<file path="src/rtl/route_compute_array.sv">
// route_compute_array
//   Pipelined XY (dimension-order, X first) route-computation stage for the
//   mesh router. Each of NUM_CH channels independently accepts one header
//   flit, decodes its source/destination against this router's address and
//   presents a registered copy of the flit with its output-port code.
//   Flits whose source equals their destination are consumed, never shown
//   at the output, and flagged with a one-cycle err_pulse.
//
//   Optional feature macro: ROUTE_ERRCNT_EN
//     When defined, adds err_cnt, a per-channel 8-bit saturating count of
//     dropped malformed flits.
//
// Ports
//   clk        rising-edge clock
//   rst_n      asynchronous active-low reset
//   cur_addr   this router's {x, y}
//   in_valid   per-channel header flit valid
//   in_ready   per-channel accept (combinational from out_ready)
//   in_data    flattened flits, channel c at [c*DATA_W +: DATA_W]
//   out_valid  per-channel routed flit valid
//   out_ready  per-channel downstream accept
//   out_data   registered flit copy per channel
//   out_port   2 bits per channel: 01 = X, 10 = Y, 11 = local, 00 = none
//   out_neg    per channel: 1 = toward decreasing coordinate
//   err_pulse  per channel: one cycle after a malformed flit is dropped
//   err_cnt    (ROUTE_ERRCNT_EN only) 8 bits per channel drop count

module route_compute_array #(
  parameter int NUM_CH  = 3,
  parameter int COORD_W = 1,
  parameter int DATA_W  = 40
) (
  input  logic                     clk,
  input  logic                     rst_n,
  input  logic [2*COORD_W-1:0]     cur_addr,
  input  logic [NUM_CH-1:0]        in_valid,
  output logic [NUM_CH-1:0]        in_ready,
  input  logic [NUM_CH*DATA_W-1:0] in_data,
  output logic [NUM_CH-1:0]        out_valid,
  input  logic [NUM_CH-1:0]        out_ready,
  output logic [NUM_CH*DATA_W-1:0] out_data,
  output logic [2*NUM_CH-1:0]      out_port,
  output logic [NUM_CH-1:0]        out_neg,
  output logic [NUM_CH-1:0]        err_pulse
`ifdef ROUTE_ERRCNT_EN
  ,
  output logic [NUM_CH*8-1:0]      err_cnt
`endif
);

  localparam int AW = 2 * COORD_W;

  typedef enum logic {
    ST_EMPTY = 1'b0,
    ST_FULL  = 1'b1
  } ch_state_e;

  // Dimension-order route for one destination: returns {port[1:0], neg}.
  // X is resolved first; local only when both axes already match.
  function automatic logic [2:0] route_f(input logic [AW-1:0] dst,
                                         input logic [AW-1:0] cur);
    logic [COORD_W-1:0] dx;
    logic [COORD_W-1:0] dy;
    logic [COORD_W-1:0] cx;
    logic [COORD_W-1:0] cy;
    dx = dst[AW-1:COORD_W];
    dy = dst[COORD_W-1:0];
    cx = cur[AW-1:COORD_W];
    cy = cur[COORD_W-1:0];
    if (dx != cx) begin
      route_f = {2'b01, (dx < cx)};
    end else if (dy != cy) begin
      route_f = {2'b10, (dy < cy)};
    end else begin
      route_f = {2'b11, 1'b0};
    end
  endfunction

  genvar c;
  generate
    for (c = 0; c < NUM_CH; c = c + 1) begin : g_ch
      ch_state_e         state_r;
      ch_state_e         state_s;
      logic [DATA_W-1:0] flit_s;
      logic [AW-1:0]     src_s;
      logic [AW-1:0]     dst_s;
      logic              malformed_s;
      logic              in_ready_s;
      logic              accept_s;
      logic              load_s;
      logic              drop_s;
      logic [2:0]        route_s;
      logic [DATA_W-1:0] data_r;
      logic [1:0]        port_r;
      logic              neg_r;
      logic              err_r;

      assign flit_s      = in_data[c*DATA_W +: DATA_W];
      assign src_s       = flit_s[DATA_W-1 -: AW];
      assign dst_s       = flit_s[DATA_W-1-AW -: AW];
      assign malformed_s = (src_s == dst_s);
      // A full slot can still accept when its flit retires on the same edge.
      assign in_ready_s  = (state_r == ST_EMPTY) | out_ready[c];
      assign accept_s    = in_valid[c] & in_ready_s;
      assign load_s      = accept_s & ~malformed_s;
      assign drop_s      = accept_s & malformed_s;
      assign route_s     = route_f(dst_s, cur_addr);

      // Next-state logic for the one-entry output slot.
      always_comb begin
        state_s = state_r;
        case (state_r)
          ST_EMPTY: begin
            if (load_s) begin
              state_s = ST_FULL;
            end else begin
              state_s = ST_EMPTY;
            end
          end
          ST_FULL: begin
            if (load_s) begin
              state_s = ST_FULL;
            end else if (out_ready[c]) begin
              state_s = ST_EMPTY;
            end else begin
              state_s = ST_FULL;
            end
          end
          default: state_s = ST_EMPTY;
        endcase
      end

      // Slot state register.
      always_ff @(posedge clk or negedge rst_n) begin
        if (!rst_n) begin
          state_r <= ST_EMPTY;
        end else begin
          state_r <= state_s;
        end
      end

      // Flit copy and route registers; held (not cleared) when the slot empties.
      always_ff @(posedge clk or negedge rst_n) begin
        if (!rst_n) begin
          data_r <= {DATA_W{1'b0}};
          port_r <= 2'b00;
          neg_r  <= 1'b0;
        end else if (load_s) begin
          data_r <= flit_s;
          port_r <= route_s[2:1];
          neg_r  <= route_s[0];
        end
      end

      // Registered drop indicator, high for the cycle after the drop edge.
      always_ff @(posedge clk or negedge rst_n) begin
        if (!rst_n) begin
          err_r <= 1'b0;
        end else begin
          err_r <= drop_s;
        end
      end

`ifdef ROUTE_ERRCNT_EN
      logic [7:0] cnt_r;

      // Saturating drop counter, updated on the same edge that raises err_pulse.
      always_ff @(posedge clk or negedge rst_n) begin
        if (!rst_n) begin
          cnt_r <= 8'd0;
        end else if (drop_s && (cnt_r != 8'd255)) begin
          cnt_r <= cnt_r + 8'd1;
        end
      end

      assign err_cnt[c*8 +: 8] = cnt_r;
`endif

      assign in_ready[c]                 = in_ready_s;
      assign out_valid[c]                = (state_r == ST_FULL);
      assign out_data[c*DATA_W +: DATA_W] = data_r;
      assign out_port[2*c +: 2]          = port_r;
      assign out_neg[c]                  = neg_r;
      assign err_pulse[c]                = err_r;
    end
  endgenerate

endmodule

</file>
<file path="config.mk">
export PLATFORM = sky130hd
export DESIGN_NAME = route_compute_array
export DESIGN_NICKNAME = d
export VERILOG_FILES = /design/src/rtl/route_compute_array.sv
export SDC_FILE = /design/constraint.sdc
export NUM_CORES = 1
export LEC_CHECK = 0
export ABC_AREA = 1
export BUFFER_PORTS_ARGS = -buffer_cell sky130_fd_sc_hd__buf_2
export CAP_MARGIN = 10
export CORE_ASPECT_RATIO = 1.2
export CORE_UTILIZATION = 48
export CTS_BUF_LIST = sky130_fd_sc_hd__clkbuf_4 sky130_fd_sc_hd__clkbuf_8
export DETAILED_ROUTE_END_ITERATION = 12
export GPL_TIMING_DRIVEN = 0
export PLACE_DENSITY_LB_ADDON = 0.05
export SLEW_MARGIN = 20
export SYNTH_ARGS = -nofsm -noshare
export SYNTH_HDL_FRONTEND = slang
export SYNTH_SLANG_ARGS = --single-unit
</file>
<file path="constraint.sdc">
create_clock -name clk -period 1.25 [get_ports clk]
set_input_delay 0.0625 -clock clk [delete_from_list [all_inputs] [get_ports clk]]
set_output_delay 0.0625 -clock clk [all_outputs]
set_load 0.01 [all_outputs]
</file>
==> flow_summary_export.csv <==
group,metric,value,unit
run_status,run_status,"finished, final reports clean",
global_route,gr-usage-all-layers,0.290,
yosys,yosysWarnings,0,
routing,drc,0,
routing,wl_per_cell,14.5,um
layout,final_common_cell,"nand2_1",
routing,vias_per_cell,4.87,
layout,final_cell_mix,"nand2_1 (272), buf_2 (269), dfrtp_1 (135), nand3_1 (129), dlygate4sd3_1 (127)",
layout,drive_gt1_frac,0.359,
yosys,avgSynthCellArea,9.03,um2
sta,period_share,0.958,
floorplan,start_util,0.499,
sta,finalSetupViolCount,0,
setup_path,end_kind,"register",
floorplan,die_w,103,um
yosys,synthesis.area,5820,um2
clocking,root_buffer,"clkbuf_8",
clocking,clock_latency,0.44,ns
clocking,htree_num_levels,4,
floorplan,dieArea,12600,um2
routing,firstDrtPassIters,5,
routing,drt_iter0_markers,222,
clocking,clockBufferDepth,2,
placement,dpl_cell_area,7390,um2
floorplan,die_y,123,um
sta,maxSlewViolCount,0,
yosys,synth.distinct_cells,16,
sta,fmaxAchievable,835,MHz
routing,final_antenna_net_count,0,
setup_path,cp.required,1.58,ns
pwr,vdd_drop_max,0.930,mV
placement,place_congestion,0.767,
sta,rsz0062_at_grt,"yes",
global_route,grt_max_degree,71,
setup_path,path_class,"register to register",
yosys,synth-seq-area-share,0.580,
floorplan,rows,43,
clocking,path_clk_slew,0.08,ns
sta,fin_crit,1.20,ns
sta,slew_headroom,0.667,
sta,setup_ws,0.0529,ns
floorplan,core_area,11700,um2
clocking,cts_tree,"yes",
yosys,netlist_instances,645,
global_route,grt_pass1_vias,6204,
pwr,powerDensity,1340,nW/um2
placement,hpwl,11200,um
global_route,overflow,0,
sta,worstMarginPinSlew,0.499,ns
routing,num_vias,6015,
job,maxCapViolCount,0,
yosys,synth_seq_cells,135,
setup_path,worstPathArrival,1.53,ns
layout,insertedDiodeCount,0,
sta,timing.final.hold_violations,0,
placement,portBuffers,267,
layout,fin_area,9100,um2
setup_path,start_kind,"register",
clocking,cts_buffers,17,
sta,clock_skew,0.0150,ns
layout,synthToLayoutAreaGrowth,56.3,%
global_route,grt_first_pass_wirelength,28100,um
setup_path,cp_max_fo,10,
layout,fin_nets,1200,
placement,place_ws,0.0256,ns
hold_path,hp-class,"primary input to register",
routing,wl,17900,um
yosys,synth_nets,781,
global_route,antenna_found_initial,0,
pwr,p_leak,5.16,nW
floorplan,pin_count,268,
clocking,clkSinkCount,135,
power breakdown:
group	switching (mW)	leakage [nW]	internal, mW
registers	0.426	1.67	5.13
clock network	1.76	0.167	1.48
logic	1.87	3.33	1.56
total	4.06	5.16	8.17
critical path: stages, from the launching register on:
cell and delay (ns):
dfrtp_1 0.40, nand2_2 0.08, nand2_1 0.10, inv_4 0.13, nand2_8 0.09, buf_6 0.15
nand2_2 0.08, nand2_1 0.06
cell type report:
type	instances	area, um2
plain buffers	48	393
clock buffers	19	262
clock inverters	13	98.8
fillers	801	2570
inverters	24	103
multi-input cells	438	1980
flip-flops and latches	135	3380
well taps	157	196
repair buffers	400	2700
worst paths after layout:
path                                         start                 end  slack, ns  cells after the start
worst max-delay path               g_ch[1].state_r   g_ch[1].data_r[5]       0.05                      7
worst min-delay path                   cur_addr[0]   g_ch[0].port_r[0]       0.13                      6
worst max register to register     g_ch[1].state_r   g_ch[1].data_r[5]       0.05                      7
worst min register to register  g_ch[0].data_r[32]  g_ch[0].data_r[32]       0.47                      2
max in group asynchronous                    rst_n  g_ch[0].data_r[23]       0.38                      3
min in group asynchronous                    rst_n   g_ch[1].data_r[3]       0.17                      2
timing repair:
action / CTS / global route
gates resized for setup: 0 / 13
hold endpoints to repair: 191 / 0
setup endpoints to repair: 0 / 114
hold buffers: 127 / 0
setup buffers: 0 / 5
state kept, by name, indices dropped and copies added (netlist names):
register and count:
g_ch.err_r 3, g_ch.state_r 3, g_ch.port_r 6, g_ch.neg_r 3, g_ch.data_r 120
routing by layer:
metal	up-vias	wire length, um	global-route usage
li1	2867	-	-
met1	2814	6700	0.318
met2	272	9170	0.511
met3	62	1320	0.0792
met4	0	673	0.145
met5	-	0	0
through the flow:
| step | power [mW] | TNS [ns] | std cells | hold slack [ns] | utilization |
|---|---|---|---|---|---|
| 2_1_floorplan | 7.18 | 0 | 645 | -0.233 | - |
| 4_1_cts | 12.2 | 0 | 1229 | 0.127 | 0.773 |
| 3_3_place_gp | 8.52 | -221.19 | 1069 | 0.291 | 0.630 |
| 3_5_place_dp | 8.63 | 0 | 1070 | 0.0416 | 0.633 |
| 5_1_grt | 13.0 | -0.155 | 1234 | 0.159 | 0.780 |
| 6_report | 12.2 | 0 | 1234 | 0.133 | 0.780 |
synthesized netlist by cell type (all sizes together):
cell type	n	share of area
nor2	3	0.0019
dfrtp	135	0.58
nand3	129	0.11
ha	6	0.013
inv	24	0.016
o21ai	3	0.0026
buf	46	0.063
clkbuf	2	0.0026
nand2	297	0.21
logic make-up after synthesis:
family,count (synthesis),share of synthesized area
AOI/OAI and AO/OA,3,0.00258
adders and majority gates,6,0.0129
buffers and inverters,72,0.0816
DFF,135,0.580
and+or+nand+nor,429,0.323
No activity file was read; power rests on OpenSTA's default activity.
